==> config.mk <==
export PLATFORM = sky130hd
export DESIGN_NAME = router_in_fifo_p
export DESIGN_NICKNAME = d
export VERILOG_FILES = /design/src/rtl/router_in_fifo_p.sv
export SDC_FILE = /design/constraint.sdc
export NUM_CORES = 1
export LEC_CHECK = 0
export CORE_ASPECT_RATIO = 1.25
export CORE_MARGIN = 3
export CORE_UTILIZATION = 60
export CTS_CLUSTER_DIAMETER = 100
export DETAILED_ROUTE_END_ITERATION = 12
export GPL_TIMING_DRIVEN = 0
export HOLD_SLACK_MARGIN = 0.03
export MAX_ROUTING_LAYER = met4
export PLACE_DENSITY_LB_ADDON = 0.15
export SLEW_MARGIN = 20
export SYNTH_ARGS = -nofsm -noshare
export SYNTH_HDL_FRONTEND = slang
export SYNTH_SLANG_ARGS = --single-unit
==> constraint.sdc <==
create_clock -name clk -period 3.53 [get_ports clk]
set_input_delay 0.353 -clock clk [delete_from_list [all_inputs] [get_ports clk]]
set_output_delay 0.353 -clock clk [all_outputs]
set_load 0.02 [all_outputs]
==> src/rtl/router_in_fifo_p.sv <==
// Router input-port buffer: single-clock FIFO with occupancy/status decode,
// sticky overflow/underflow flags and synchronous flush.
module router_in_fifo_p #(
    parameter int WIDTH        = 8,
    parameter int DEPTH        = 8,
    parameter int AFULL_THRESH = 6
) (
    input  logic                     clk,
    input  logic                     rst,
    input  logic                     flush,
    input  logic                     wr_en,
    input  logic [WIDTH-1:0]         data_in,
    input  logic                     rd_en,
    output logic [WIDTH-1:0]         data_out,
    output logic                     rd_valid,
    output logic                     full,
    output logic                     empty,
    output logic                     almost_full,
    output logic [$clog2(DEPTH):0]   count,
    output logic                     overflow,
    output logic                     underflow,
    input  logic                     clr_err
);

    localparam int ADDR_W = $clog2(DEPTH);
    localparam logic [ADDR_W:0]   CNT_FULL  = (ADDR_W+1)'(DEPTH);
    localparam logic [ADDR_W:0]   CNT_AFULL = (ADDR_W+1)'(AFULL_THRESH);
    localparam logic [ADDR_W:0]   CNT_ONE   = (ADDR_W+1)'(1);
    localparam logic [ADDR_W-1:0] PTR_ONE   = ADDR_W'(1);

    logic [WIDTH-1:0]  mem [DEPTH];
    logic [ADDR_W-1:0] wr_ptr;
    logic [ADDR_W-1:0] rd_ptr;
    logic              rd_acc;
    logic              wr_acc;
    logic              wr_err;
    logic              rd_err;

    assign full        = (count == CNT_FULL);
    assign empty       = (count == '0);
    assign almost_full = (count >= CNT_AFULL);

    // A write into a full FIFO is allowed only when a read frees the head slot
    // in the same cycle; a read on an empty FIFO never bypasses a concurrent write.
    assign rd_acc = rd_en & ~empty & ~flush;
    assign wr_acc = wr_en & ~flush & (~full | rd_acc);
    assign wr_err = wr_en & ~flush & ~wr_acc;
    assign rd_err = rd_en & ~flush & ~rd_acc;

    always_ff @(posedge clk) begin
        if (wr_acc) begin
            mem[wr_ptr] <= data_in;
        end
    end

    always_ff @(posedge clk or negedge rst) begin
        if (!rst) begin
            wr_ptr   <= '0;
            rd_ptr   <= '0;
            count    <= '0;
            data_out <= '0;
            rd_valid <= 1'b0;
        end else if (flush) begin
            wr_ptr   <= '0;
            rd_ptr   <= '0;
            count    <= '0;
            rd_valid <= 1'b0;
        end else begin
            rd_valid <= rd_acc;
            if (wr_acc) begin
                wr_ptr <= wr_ptr + PTR_ONE;
            end
            if (rd_acc) begin
                data_out <= mem[rd_ptr];
                rd_ptr   <= rd_ptr + PTR_ONE;
            end
            case ({wr_acc, rd_acc})
                2'b10:   count <= count + CNT_ONE;
                2'b01:   count <= count - CNT_ONE;
                default: count <= count;
            endcase
        end
    end

    // A fresh error event outranks clr_err so no rejection is ever lost.
    always_ff @(posedge clk or negedge rst) begin
        if (!rst) begin
            overflow  <= 1'b0;
            underflow <= 1'b0;
        end else begin
            if (wr_err) begin
                overflow <= 1'b1;
            end else if (clr_err) begin
                overflow <= 1'b0;
            end
            if (rd_err) begin
                underflow <= 1'b1;
            end else if (clr_err) begin
                underflow <= 1'b0;
            end
        end
    end

endmodule

# Yosys cells after proc, flatten, opt, wreduce, memory -nomap -nowiden
# Memory sizes are Yosys's and may differ from the RTL's. A register that Yosys moved wholly into a read port is not among the register bits.
# Cells that the tools add are included.
# W data, S select, Z words.
[word_totals]
n_memories = 1
ramBits = 64
ff_bits = 13
[op_classes]
add_sub_neg = 4
n_mux = 12
n_reduce_logical = 8
n_bitwise = 13
eq_ne = 3
magnitude_cmp = 1
[memory_table]
columns = ["memory", "depth", "width", "rd", "rd_ports_with_merged_regs", "wr", "line_no", "rtl"]
rows = [
  ["mem", 8, 8, 1, 1, 1, "31", "logic [WIDTH-1:0] mem [DEPTH];"],
]
[ops]
columns = ["operator", "count"]
rows = [
  ["$mux W3", 4],
  ["$pmux W4 S2", 1],
  ["$reduce_bool A2 Y1", 4],
  ["$and A1 B1 Y1", 7],
  ["$add A3 B1 Y3 const B", 2],
  ["$mux W1", 6],
  ["$not A1 Y1", 5],
  ["$add A4 B1 Y4 const B", 1],
  ["$eq A4 B4 Y1 const B", 1],
  ["$ge A4 B3 Y1 const B", 1],
  ["$logic_not A4 Y1", 1],
  ["$mux W4", 1],
  ["$sub A4 B1 Y4 const B", 1],
  ["$reduce_bool A3 Y1", 1],
  ["$eq A2 B1 Y1 const B", 1],
  ["$eq A2 B2 Y1 const B", 1],
  ["$reduce_and A2 Y1", 1],
  ["$logic_not A1 Y1", 1],
  ["$or A1 B1 Y1", 1],
]

# Logic depth before layout (Yosys ltp)
[logic_depth]
ltp_word = 9
mapped_depth = 8
depth_no_buf = 7

# Least setup slack after synthesis
# No wires, ideal clock.
[synth_path]
kind = "register -> register"
startpoint = "register count[0]"
endpoint = "register count[3]"
path_buffers = 1
slack_ps = 777
stages_incl_launch_ff = 9
setup_ps = 136
arrival_time_ps = 2617
path_cell_list = "dfrtp_1 > buf_2 > nor4_2 > nor3_1 > ha_1 > a211oi_1 > or4_1 > a31oi_1 > a21oi_1"
[synth_between]
elab_chain_cells = 9
[synth_rtl]
columns = ["element", "line_no", "rtl"]
rows = [
  ["start, declared", "19", "output logic [$clog2(DEPTH):0] count,"],
  ["start signal, assigned", "78", "2'b10: count <= count + CNT_ONE;"],
  ["start signal, assigned", "79", "2'b01: count <= count - CNT_ONE;"],
  ["start signal, assigned", "80", "default: count <= count;"],
  ["$logic_not A4 Y1 *", "40", "assign empty = (count == '0);"],
  ["named net empty", "17", "output logic empty,"],
  ["$not A1 Y1 *", "45", "assign rd_acc = rd_en & ~empty & ~flush;"],
  ["$and A1 B1 Y1 * (2 in a row)", "45", ""],
  ["$or A1 B1 Y1", "46", "assign wr_acc = wr_en & ~flush & (~full | rd_acc);"],
  ["$and A1 B1 Y1", "46", ""],
  ["$eq A2 B1 Y1 / $eq A2 B2 Y1 (equally long branches)", "77", "case ({wr_acc, rd_acc})"],
  ["$pmux W4 S2", "77", ""],
  ["$mux W4", "63", "end else if (flush) begin"],
]
# The timed path passes the listed nets; every way through them passes the cells marked *.
# A chain may end at the register's enable or synchronous reset.

# Worst setup path in the final report
[layout_path]
startpoint = "input rd_en"
endpoint = "register count[3]"
[layout_between]
elab_chain_cells = 7
[layout_rtl]
columns = ["element", "line_no", "rtl"]
rows = [
  ["start, declared", "13", "input logic rd_en,"],
  ["$and A1 B1 Y1 * (2 in a row)", "45", ""],
  ["$or A1 B1 Y1", "46", ""],
  ["$and A1 B1 Y1", "46", ""],
  ["$eq A2 B1 Y1 / $eq A2 B2 Y1 (equally long branches)", "77", ""],
  ["$pmux W4 S2", "77", ""],
  ["$mux W4", "63", ""],
]
# Mark *: on every way between the ends. The rest lies on a longest branch, timed or not.

==> metrics.yaml <==
status: "finished clean"
worst_ir_drop_vdd_uv: 376
maxCapViolCount: 0
grt_pass1_vias: 1952
final-seq-area_um2: 2450
drc: 0
synth.top_cell.area_share_pct: 54.8
seq_power_share_pct: 45.6
htree_levels: 3
synthMuxAreaShare_pct: 13.4
r2r-start: "count[0]"
p_sw_mw: 0.843
cts_num_sinks: 85
layout.nets: 263
grt_pass1_wl_um: 10100
avgViaCountPerCell: 6.11
synth-simple-area-share_pct: 6.60
clkPwrFrac_pct: 22.6
slew_violations: 0
r2r-end: "count[3]"
endpoint: "count[3]"
synth_ff_type: "edfxtp_1"
postRouteAntennaNets: 0
rows: 30
syn_to_final_growth_pct: 17.0
synth_area_um2: 3510
mostFrequentLayoutCells: "64 x edfxtp_1, 31 x clkdlybuf4s50_1, 21 x dfrtp_1"
root_buffer: "clkbuf_8"
firstDrtPassIters: 4
fill_cells: 346
die_area_um2: 6800
post-route-util_pct: 73.8
placed_area_um2: 3920
vias: 1912
place_inst: 297
cp_data_arrival_time_ns: 2.92
ys_ff_latch: 85
post-route-min-period_ns: 2.66
reg2regPathDepth: 8
finalInstanceArea_um2: 4100
multi_input_area_um2: 1020
layout.cells.most_common: "edfxtp_1"
place.detailed.hpwl_um: 4270
synthTopCellsByArea: "edfxtp_1 55%, dfrtp_1 15%, mux4_2 10%, mux2i_1 3.1%, nor2_1 2.0%"
wl_per_cell_um: 19.8
synthAdderAreaFrac_pct: 2.00
power_density_nw_per_um2: 666
hold_violations: 0
synthesis.nets: 221
clockBufferDepth: 2
ys_seq_area_share_pct: 69.8
start_util_pct: 63.1
clk_latency_ns: 0.34
slew_headroom_pct: 39.4
synth_cell_type_count: 40
rsz0062_at_grt: "no"
swShare_pct: 30.8
async_flop_share_pct: 24.7
start_kind: "primary input"
synth_area_per_cell_um2: 17.4
antennaDiodeCount: 0
path_class: "in -> reg"
synth-xor-area-share_pct: 1.50
finalSetupTns_ns: 0
synth_compound_area_share_pct: 5.10
fmaxAchievable_mhz: 376
combPwrFrac_pct: 31.8
crit_path_end_kind: "register"
io-pin-count: 32
core-area_um2: 5560
setup.worst_path.start: "rd_en"
crit_required_ns: 3.79
drt-total-wl_um: 6190
grtUsageTotal_pct: 21.6
syn_inst: 202
cts_setup_buffers: 0
synth_edf_count: 64
power.leakage_nw: 1.42
min_path_type: "in -> async"
p_int_mw: 1.89
rrSetupSlack_ns: 0.94
clk_pin_slew_ns: 0.08
setup_viol: 0
finalCritPeriodShare_pct: 75.3
port-buffer-count: 31
cts_tree: "done"
place_congestion: 0.927
synth_warnings: 0
synth_top_family_by_area: "multiplexers"
clock_skew_ns: 0.00531
critical_path.max_fanout: 7
overflow: 0
ctsHoldBuffers: 0
instances_no_fill: 313
cts_made_buffers: 9
antenna_found_initial: 0
fp.dieW_um: 74.4
drtIter0Drc: 95
yosysTopAreaCell: "edfxtp_1"
post_cts_resized: 0
grt_max_degree: 22
die_h_um: 91.5
drive_gt1_share_pct: 18.9
worst_pin_slew_ns: 0.906
==> critical path: stages <==
cell	delay (ns)
clkdlybuf4s50_1	0.59
nand2b_1	0.21
nor3_1	0.41
ha_1	0.32
a211oi_1	0.50
o2111ai_1	0.19
a21o_1	0.21
a21oi_1	0.13
==> cells in the mapped netlist, types with 3 or more instances <==
cell type and count:
nor2_1 19, xnor2_1 5, edfxtp_1 64, dfrtp_1 21, ha_1 4, inv_1 3, buf_2 5, mux2i_1 11
nand2_1 3, a21oi_1 10, nor3b_1 3, a31oi_1 3, mux4_2 16
==> state kept, by name, indices dropped and copies added, names as in the netlist <==
register   count
count          4
rd_valid       1
mem           64
rd_ptr         3
data_out       8
overflow       1
wr_ptr         3
underflow      1
==> stage by stage <==
stage	hold WS (ns)	worst slack [ns]	total power, mW
after floorplan	0.0574	0.777	1.83
after global placement	0.511	0.353	2.11
after detailed placement	0.519	0.554	2.14
after CTS	0.531	0.905	2.76
after global routing	0.559	0.775	2.89
final	0.519	0.872	2.73
==> area by class of cell <==
class	count	share of cell area, %
flip-flops and latches	85	59.7
repair buffers	31	7.57
multi-input cells	105	25.0
clock buffers	11	3.69
well taps	64	1.95
inverters	3	0.275
clock inverters	5	0.824
plain buffers	9	1.07
==> power groups by stage <==
stage                     Combinational [mW]  Sequential (mW)  Clock (mW)
after CTS                              0.879             1.25       0.635
after detailed placement               0.874             1.27           0
after global placement                 0.849             1.26           0
final                                  0.870             1.25       0.618
after global routing                   0.950             1.26       0.679
after floorplan                        0.497             1.34           0
==> logic make-up after synthesis <==
group,after synthesis
DFF,85
buffers and inverters,12
AOI/OAI and AO/OA,25
xor gates and xnor gates,6
muxes,27
and+or+nand+nor,42
adders and majority gates,5
==> how the worst min path moves through the flow <==
| stage | slack, ns | depth (start not counted) | from | to |
|---|---|---|---|---|
| final | 0.52 | 1 | rst | data_out[3] |
| after global routing | 0.56 | 2 | data_out[2] | data_out[2] |
| after CTS | 0.53 | 1 | rst | rd_valid |
| after detailed placement | 0.52 | 2 | data_out[4] | data_out[4] |
| after global placement | 0.51 | 2 | data_out[7] | data_out[7] |
| after floorplan | 0.06 | 0 | rst | count[0] |
==> metal layers <==
metal	track usage (%)	part of all wire [%]	up-vias
met5	-	0	-
met4	9.20	1.9	0
met3	6.42	5.2	10
met2	31.7	53	65
met1	27.9	40	965
li1	-	-	872
Power figures use the tool's default switching activity.
